$ cat src/rtl/datapath_ctrl.sv
// datapath_ctrl: sequencing FSM that latches one instruction per start/ready
// handshake and drives the register-file/shifter/ALU strobes for it.
// Ports: clk, reset_n (async, active-low); start/instr from the instruction source;
//   ready/done/illegal status; datapath_in (extended imm8), loada/loadb/loadc/loads,
//   asel/bsel/vsel, ALUop, shift, write, writenum, readnum towards the datapath.
module datapath_ctrl #(
   parameter logic SIGN_EXT = 1'b1
) (
   input  logic        clk,
   input  logic        reset_n,
   input  logic        start,
   input  logic [15:0] instr,
   output logic        ready,
   output logic        done,
   output logic        illegal,
   output logic [15:0] datapath_in,
   output logic        loada,
   output logic        loadb,
   output logic        loadc,
   output logic        loads,
   output logic        asel,
   output logic        bsel,
   output logic        vsel,
   output logic [1:0]  ALUop,
   output logic [1:0]  shift,
   output logic        write,
   output logic [2:0]  writenum,
   output logic [2:0]  readnum
);
   typedef enum logic [2:0] {IDLE, WR_IMM, GET_A, GET_B, EXEC, WR_C} state_t;
   state_t state_q, state_d;
   logic [15:0] ir_q, ir_d;
   logic done_q, done_d, illegal_q, illegal_d;
   logic in_movi, in_mov, in_alu, in_mvn, ir_mov, ir_cmp;
   assign in_movi = instr[15:11] == 5'b11010;
   assign in_mov  = instr[15:11] == 5'b11000;
   assign in_alu  = instr[15:13] == 3'b101;
   assign in_mvn  = instr[15:11] == 5'b10111;
   assign ir_mov  = ir_q[15:11] == 5'b11000;
   assign ir_cmp  = ir_q[15:11] == 5'b10101;
   always_comb begin
      state_d   = state_q;
      ir_d      = ir_q;
      done_d    = 1'b0;
      illegal_d = 1'b0;
      case (state_q)
         IDLE: if (start) begin
            ir_d      = instr;
            // MOV and MVN ignore Rn, so they skip the A-load cycle
            state_d   = in_movi ? WR_IMM : (in_mov || in_mvn) ? GET_B : in_alu ? GET_A : IDLE;
            illegal_d = !(in_movi || in_mov || in_alu);
         end
         WR_IMM: begin
            state_d = IDLE;
            done_d  = 1'b1;
         end
         GET_A: state_d = GET_B;
         GET_B: state_d = EXEC;
         EXEC: begin
            state_d = ir_cmp ? IDLE : WR_C;
            done_d  = ir_cmp;
         end
         WR_C: begin
            state_d = IDLE;
            done_d  = 1'b1;
         end
         default: state_d = IDLE;
      endcase
   end
   always_ff @(posedge clk or negedge reset_n) begin
      if (!reset_n) begin
         state_q   <= IDLE;
         ir_q      <= '0;
         done_q    <= 1'b0;
         illegal_q <= 1'b0;
      end else begin
         state_q   <= state_d;
         ir_q      <= ir_d;
         done_q    <= done_d;
         illegal_q <= illegal_d;
      end
   end
   always_comb begin
      loada    = 1'b0;
      loadb    = 1'b0;
      loadc    = 1'b0;
      loads    = 1'b0;
      asel     = 1'b0;
      bsel     = 1'b0;
      vsel     = 1'b0;
      ALUop    = 2'b00;
      shift    = 2'b00;
      write    = 1'b0;
      writenum = 3'd0;
      readnum  = 3'd0;
      case (state_q)
         WR_IMM: begin
            write    = 1'b1;
            vsel     = 1'b1;
            writenum = ir_q[10:8];
         end
         GET_A: begin
            readnum = ir_q[10:8];
            loada   = 1'b1;
         end
         GET_B: begin
            readnum = ir_q[2:0];
            loadb   = 1'b1;
         end
         EXEC: begin
            shift = ir_q[4:3];
            ALUop = ir_q[12:11];
            loadc = 1'b1;
            // MOV is executed as 0 + shifted B
            asel  = ir_mov;
            loads = ir_cmp;
         end
         WR_C: begin
            write    = 1'b1;
            writenum = ir_q[7:5];
         end
         default: ;
      endcase
   end
   assign ready       = state_q == IDLE;
   assign done        = done_q;
   assign illegal     = illegal_q;
   assign datapath_in = {{8{SIGN_EXT & ir_q[7]}}, ir_q[7:0]};
endmodule

$ cat config.mk
export PLATFORM = sky130hd
export DESIGN_NAME = datapath_ctrl
export DESIGN_NICKNAME = d
export VERILOG_FILES = /design/src/rtl/datapath_ctrl.sv
export SDC_FILE = /design/constraint.sdc
export NUM_CORES = 1
export LEC_CHECK = 0
export ABC_AREA = 1
export ABC_CLOCK_PERIOD_IN_PS = 1600
export CAP_MARGIN = 20
export CORE_MARGIN = 4
export CORE_UTILIZATION = 42
export CTS_BUF_LIST = sky130_fd_sc_hd__clkbuf_8
export DETAILED_ROUTE_END_ITERATION = 16
export PLACE_DENSITY_LB_ADDON = 0.25
export RECOVER_POWER = 25
export SLEW_MARGIN = 25
export SYNTH_ARGS = -nofsm -noshare
export SYNTH_HDL_FRONTEND = slang
export SYNTH_SLANG_ARGS = --single-unit
$ cat constraint.sdc
create_clock -name clk -period 1.6 [get_ports clk]
set_clock_uncertainty 0.05 [all_clocks]
set_input_delay 0.32 -clock clk [delete_from_list [all_inputs] [get_ports clk]]
set_output_delay 0.32 -clock clk [all_outputs]
set_load 0.02 [all_outputs]
## Word-level counts from Yosys, hierarchy flattened

Index checks and enable logic that the tools add are counted.
Widths: inputs -> output; s select.

- Flip-flop bits (word level): 21
- Output and inout bits: 37
- Input bits: 19
- Logic and storage cells: 43

- Equality and inequality tests: 12
- Multiplexer cells: 20
- Reduce and logical (&&, ||, !) cells: 7

Operators with widths:

| operator | count |
|---|---|
| $eq 5x5->1 const B | 5 |
| $pmux 3 s2 | 2 |
| $pmux 3 s4 | 1 |
| $mux 2 | 5 |
| $eq 3x3->1 const B | 3 |
| $mux 1 | 9 |
| $eq 3x2->1 const B | 2 |
| $mux 3 | 2 |
| $eq 3x1->1 const B | 1 |
| $logic_not 3->1 | 1 |
| $logic_or 1x1->1 | 3 |
| $ne 2x2->1 const B | 1 |
| $pmux 1 s2 | 1 |
| $reduce_and 2->1 | 1 |
| $reduce_or 2->1 | 1 |
| $logic_not 1->1 | 1 |

## Logic depth before layout (Yosys ltp)

- Word-level depth: 6
- Depth in mapped cells: 7
- Depth with buffers taken out: 6

## Worst setup path before layout

Ideal clock, no wire load.

- Path type: flip-flop to output port
- From: register state_q[2]
- To: output port readnum[0]
- Setup slack: -0.192 ns
- Buffers on the path: 0
- Stages on the path, launching flop included: 4
- Arrival: 1.422 ns
- Cells stage by stage: dfrtp_1 nor3_4 inv_1 o21ai_0

- Cells in the longest elaborated chain, start to end: 2
- Elaborated cells between the ends (all ways): 3
- Classes of those cells: eq/ne (2); mux (1)

Ends and longest elaborated chain:

| element | line | text |
|---|---|---|
| start: declaration | 31 | `state_t state_q, state_d;` |
| start signal: assignment | 77 | `state_q <= state_d;` |
| $eq 3x2->1 | 96 | `case (state_q)` |
| $pmux 3 s2 (*) | 96 |  |
| end: declaration | 28 | `output logic [2:0] readnum` |

Every way passes the cells marked *; elsewhere a longest branch is shown, timed or not.

## Worst setup path in the final report

- From: register state_q[1]
- To: output port asel

- Cells in the longest elaborated chain, start to end: 2

Ends and longest elaborated chain:

| element | line | text |
|---|---|---|
| $eq 3x3->1 | 96 |  |
| $mux 1 | 96 |  |
| end: declaration | 21 | `output logic asel,` |

No other way between the ends.

==> results.md <==
- First-pass GRT wire length: 5071 um
- Worst path most repeated cell: inv_4
- N_diodes: 0
- Critical-path cell list: inv_4 -> nand2_4 -> nor2_4 -> inv_4 -> nor4_4 -> buf_4
- CTS root buf: clkbuf_8
- Worst reg2reg setup slack: 0.07 ns
- Final ANT Viol Nets: 0
- Final setup viols: 16
- Tot Pwr: roughly 3.7 mW
- IO Pins: 56
- Finished Cell Area: roughly 1900 um^2
- RSZ-0062 raised after global routing: true
- Area delta synth->final: 54.50%
- Final setup TNS: -0.9401 ns
- Yosys top cell by area: dfrtp_1
- Hold Violations, Final: 0
- Post-Syn Nets: 172
- Vias in the first global route: 1200
- P_sw: 1.748 mW
- Number of synthesized flops with an enable pin: 0
- Yosys reg bits: 21
- Rel. slew slack: 0.6464
- Delay-heaviest family, CP: flip-flops
- Failing checks: setup timing
- Hold Crit Class: register to register
- Mapped Cells: 153
- Routed Wire Length: 3191 um
- CP bufs+invs: 3
- Largest net degree at the start of global routing: 27
- Worst hold slack: 0.4580 ns
- Cell-internal power: 1.961 mW
- Detailed placement HPWL: 2414 um
- Total gr overflow: 0
- Hold buffers post-CTS: 0
- CTS Buffer Depth: 2
- Worst slew pin tran: 0.5304 ns
- Main flop type after synthesis: dfrtp_1
- Post-synth top cells: nand2_1 (34), dfrtp_1 (21), buf_4 (18)
- Hold Path Sink: ir_q[11]$_DFFE_PN0P_
- Placer Congestion: 0.7831
- WS Path Type: register to output pin
- DP Area: ~1800 um^2
- Inst Count DP: 234
- Effective utilization at floorplan: 0.4399
- Total number of yosys warnings: 0
- DRT Pass-1 Iters: 4
- Cell with the most instances after synthesis: nand2_1
- Min Tclk post-route: 1.716 ns
- Req. time, crit path: between 1 and 1.5 ns
- Pwr/cell area: 1962 nW/um^2
- Share of layout cells above drive strength 1: 0.3302
- Hold Crit Depth: 2
- Max stage delay cell, worst path: dfrtp_2
- CTS sink count: 21
- CP Capture Type: output pin
- Crit path max fanout: 7
- Sequential area share after synthesis: 0.4294
- Clock network power share: 0.095
- Full die area: 3841 um^2
- R2R Path End: ir_q[4]$_DFFE_PN0P_
- Crit start category: register
- Maxcap violations: 0
- Leakage: around 0.99 nW
- Unique masters post-synth: 23
- Sequential fraction of design power: 0.261
- Via count: 1145
- Placement row count: 19
- Post-layout util: 0.6797
- Post-Syn Area: ~1200 um^2
- CTS clock-pin slew for the worst setup and hold paths: 0.08 ns
- Total track usage: 0.1796
- Die height: 61.98 um
- Post-synth top area share: 0.4294
- CTS tree: built
- Top post-synthesis cells by area: dfrtp_1 (43%), buf_4 (11%), nand2_1 (10%)
- Routed length per instance: 13.13 um
- Antenna violations before repair: 0
- Port bufs: 54
- Final cell count without fillers: between 200 and 250
- # DRC: 0
- Data arrival, critical path: 1.35 ns
- Fmax: ~0.58 GHz
- Detailed Route Iter0 Violations: 37
- Outcome: finished, violations left
- Final Slew Violations: 0
- Vias/cell: 4.712
- Comb power frac: 0.644
- Delay of the slowest critical-path stage: roughly 0.46 ns
- Sw Share: 0.4713
- Synth async-reset ratio: 1.000
- Die X-Extent: 61.98 um
- Critical R2R Launch: state_q[1]$_DFFE_PN0P_
- Register-to-Register Path Depth: 8
- H-tree Lvls: 1
- Crit path depth: 6
- Fin crit share: 1.073
- CTS Buf Count: 3
- Clk_lat worst skew: 0.26 ns
- Hold_sp: ir_q[11]$_DFFE_PN0P_
- Final nets: 232
- Avg Inst Size Synth: 7.998 um^2
- PnR worst setup slack: -0.1162 ns
- Core Area: roughly 2800 um^2
- Place WS: -0.3008 ns
- Peak supply drop: 1.527 mV
==> metal layers <==
| layer | routed length, um | global-route usage | up-vias |
|---|---|---|---|
| met2 | 1794 | 0.3506 | 30 |
| met1 | 1217 | 0.1900 | 534 |
| met4 | 19 | 0.04242 | 0 |
| met3 | 159 | 0.04339 | 2 |
| met5 | 0 | 0 | - |
| li1 | - | - | 579 |
==> what timing repair did <==
action | CTS | global route
gates resized for setup | 116 | 20
setup endpoints to repair | 36 | 38
hold endpoints to repair | 0 | 0
cloned | 0 | 0
setup buffers | 3 | 4
pin swaps | 2 | 2
==> placed cells by master, fill, tap and decap left out, types with 4 or more instances in the layout <==
cell              n
a21oi_1           8
buf_4            27
buf_6            11
o21ai_1           5
nand2_1          33
nor2_1           14
dfrtp_1          18
dlygate4sd2_1    14
nor2_4            4
inv_1            13
nand3_1          11
o21ai_2           4
clkdlybuf4s50_1  18
==> flip-flops by register name, summed over array words and instances, names as in the netlist <==
| signal | cells |
|---|---|
| ir_q | 16 |
| done | 1 |
| state_q | 3 |
| illegal | 1 |
==> cell type report <==
class | count | area, um^2
Clock inverter | 1 | 5.005
Inverter | 19 | 78.83
Tap cell | 31 | 38.79
Timing Repair Buffer | 76 | 686.9
Fill cell | 227 | 890.9
Clock buffer | 3 | 41.29
Multi-Input combinational cell | 92 | 510.5
Sequential cell | 21 | 529.3
==> kinds of logic (layout without fill, tap and decap cells) <==
| logic type | count (synthesis) | count (layout) | share of synthesized area |
|---|---|---|---|
| AND/OR/NAND/NOR | 72 | 72 | 0.2945 |
| flip-flops | 21 | 21 | 0.4294 |
| other | 1 | 1 | 0.003065 |
| AO/OA/AOI/OAI | 19 | 19 | 0.08180 |
| buffers and inverters | 40 | 99 | 0.1912 |
==> power groups by stage <==
stage / sequential, mW / clock [mW] / combinational (mW)
finish: 0.968 / 0.352 / 2.39
global route: 1.01 / 0.387 / 2.59
CTS: 0.951 / 0.363 / 2.29
detailed placement: 0.966 / 0 / 2.31
global placement: 0.948 / 0 / 2.26
floorplan: 0.978 / 0 / 1.50
==> how the worst max path moves through the flow <==
stage	from	slack (ns)	end
floorplan	state_q[2]$_DFFE_PN0P_	-0.06	readnum[0]
global placement	state_q[2]$_DFFE_PN0P_	-0.26	readnum[0]
detailed placement	state_q[0]$_DFFE_PN0P_	-0.30	asel
CTS	state_q[0]$_DFFE_PN0P_	-0.13	asel
global route	state_q[1]$_DFFE_PN0P_	-0.21	asel
finish	state_q[1]$_DFFE_PN0P_	-0.12	asel
==> worst register-to-register path: cells and delay by family, from the launching register on <==
kind	cells	cell delay, ns
DFF	1	0.46
buffers and inverters	3	0.41
and+or+nand+nor	4	0.44
AOI/OAI and AO/OA	1	0.05
Power figures use the tool's default switching activity.
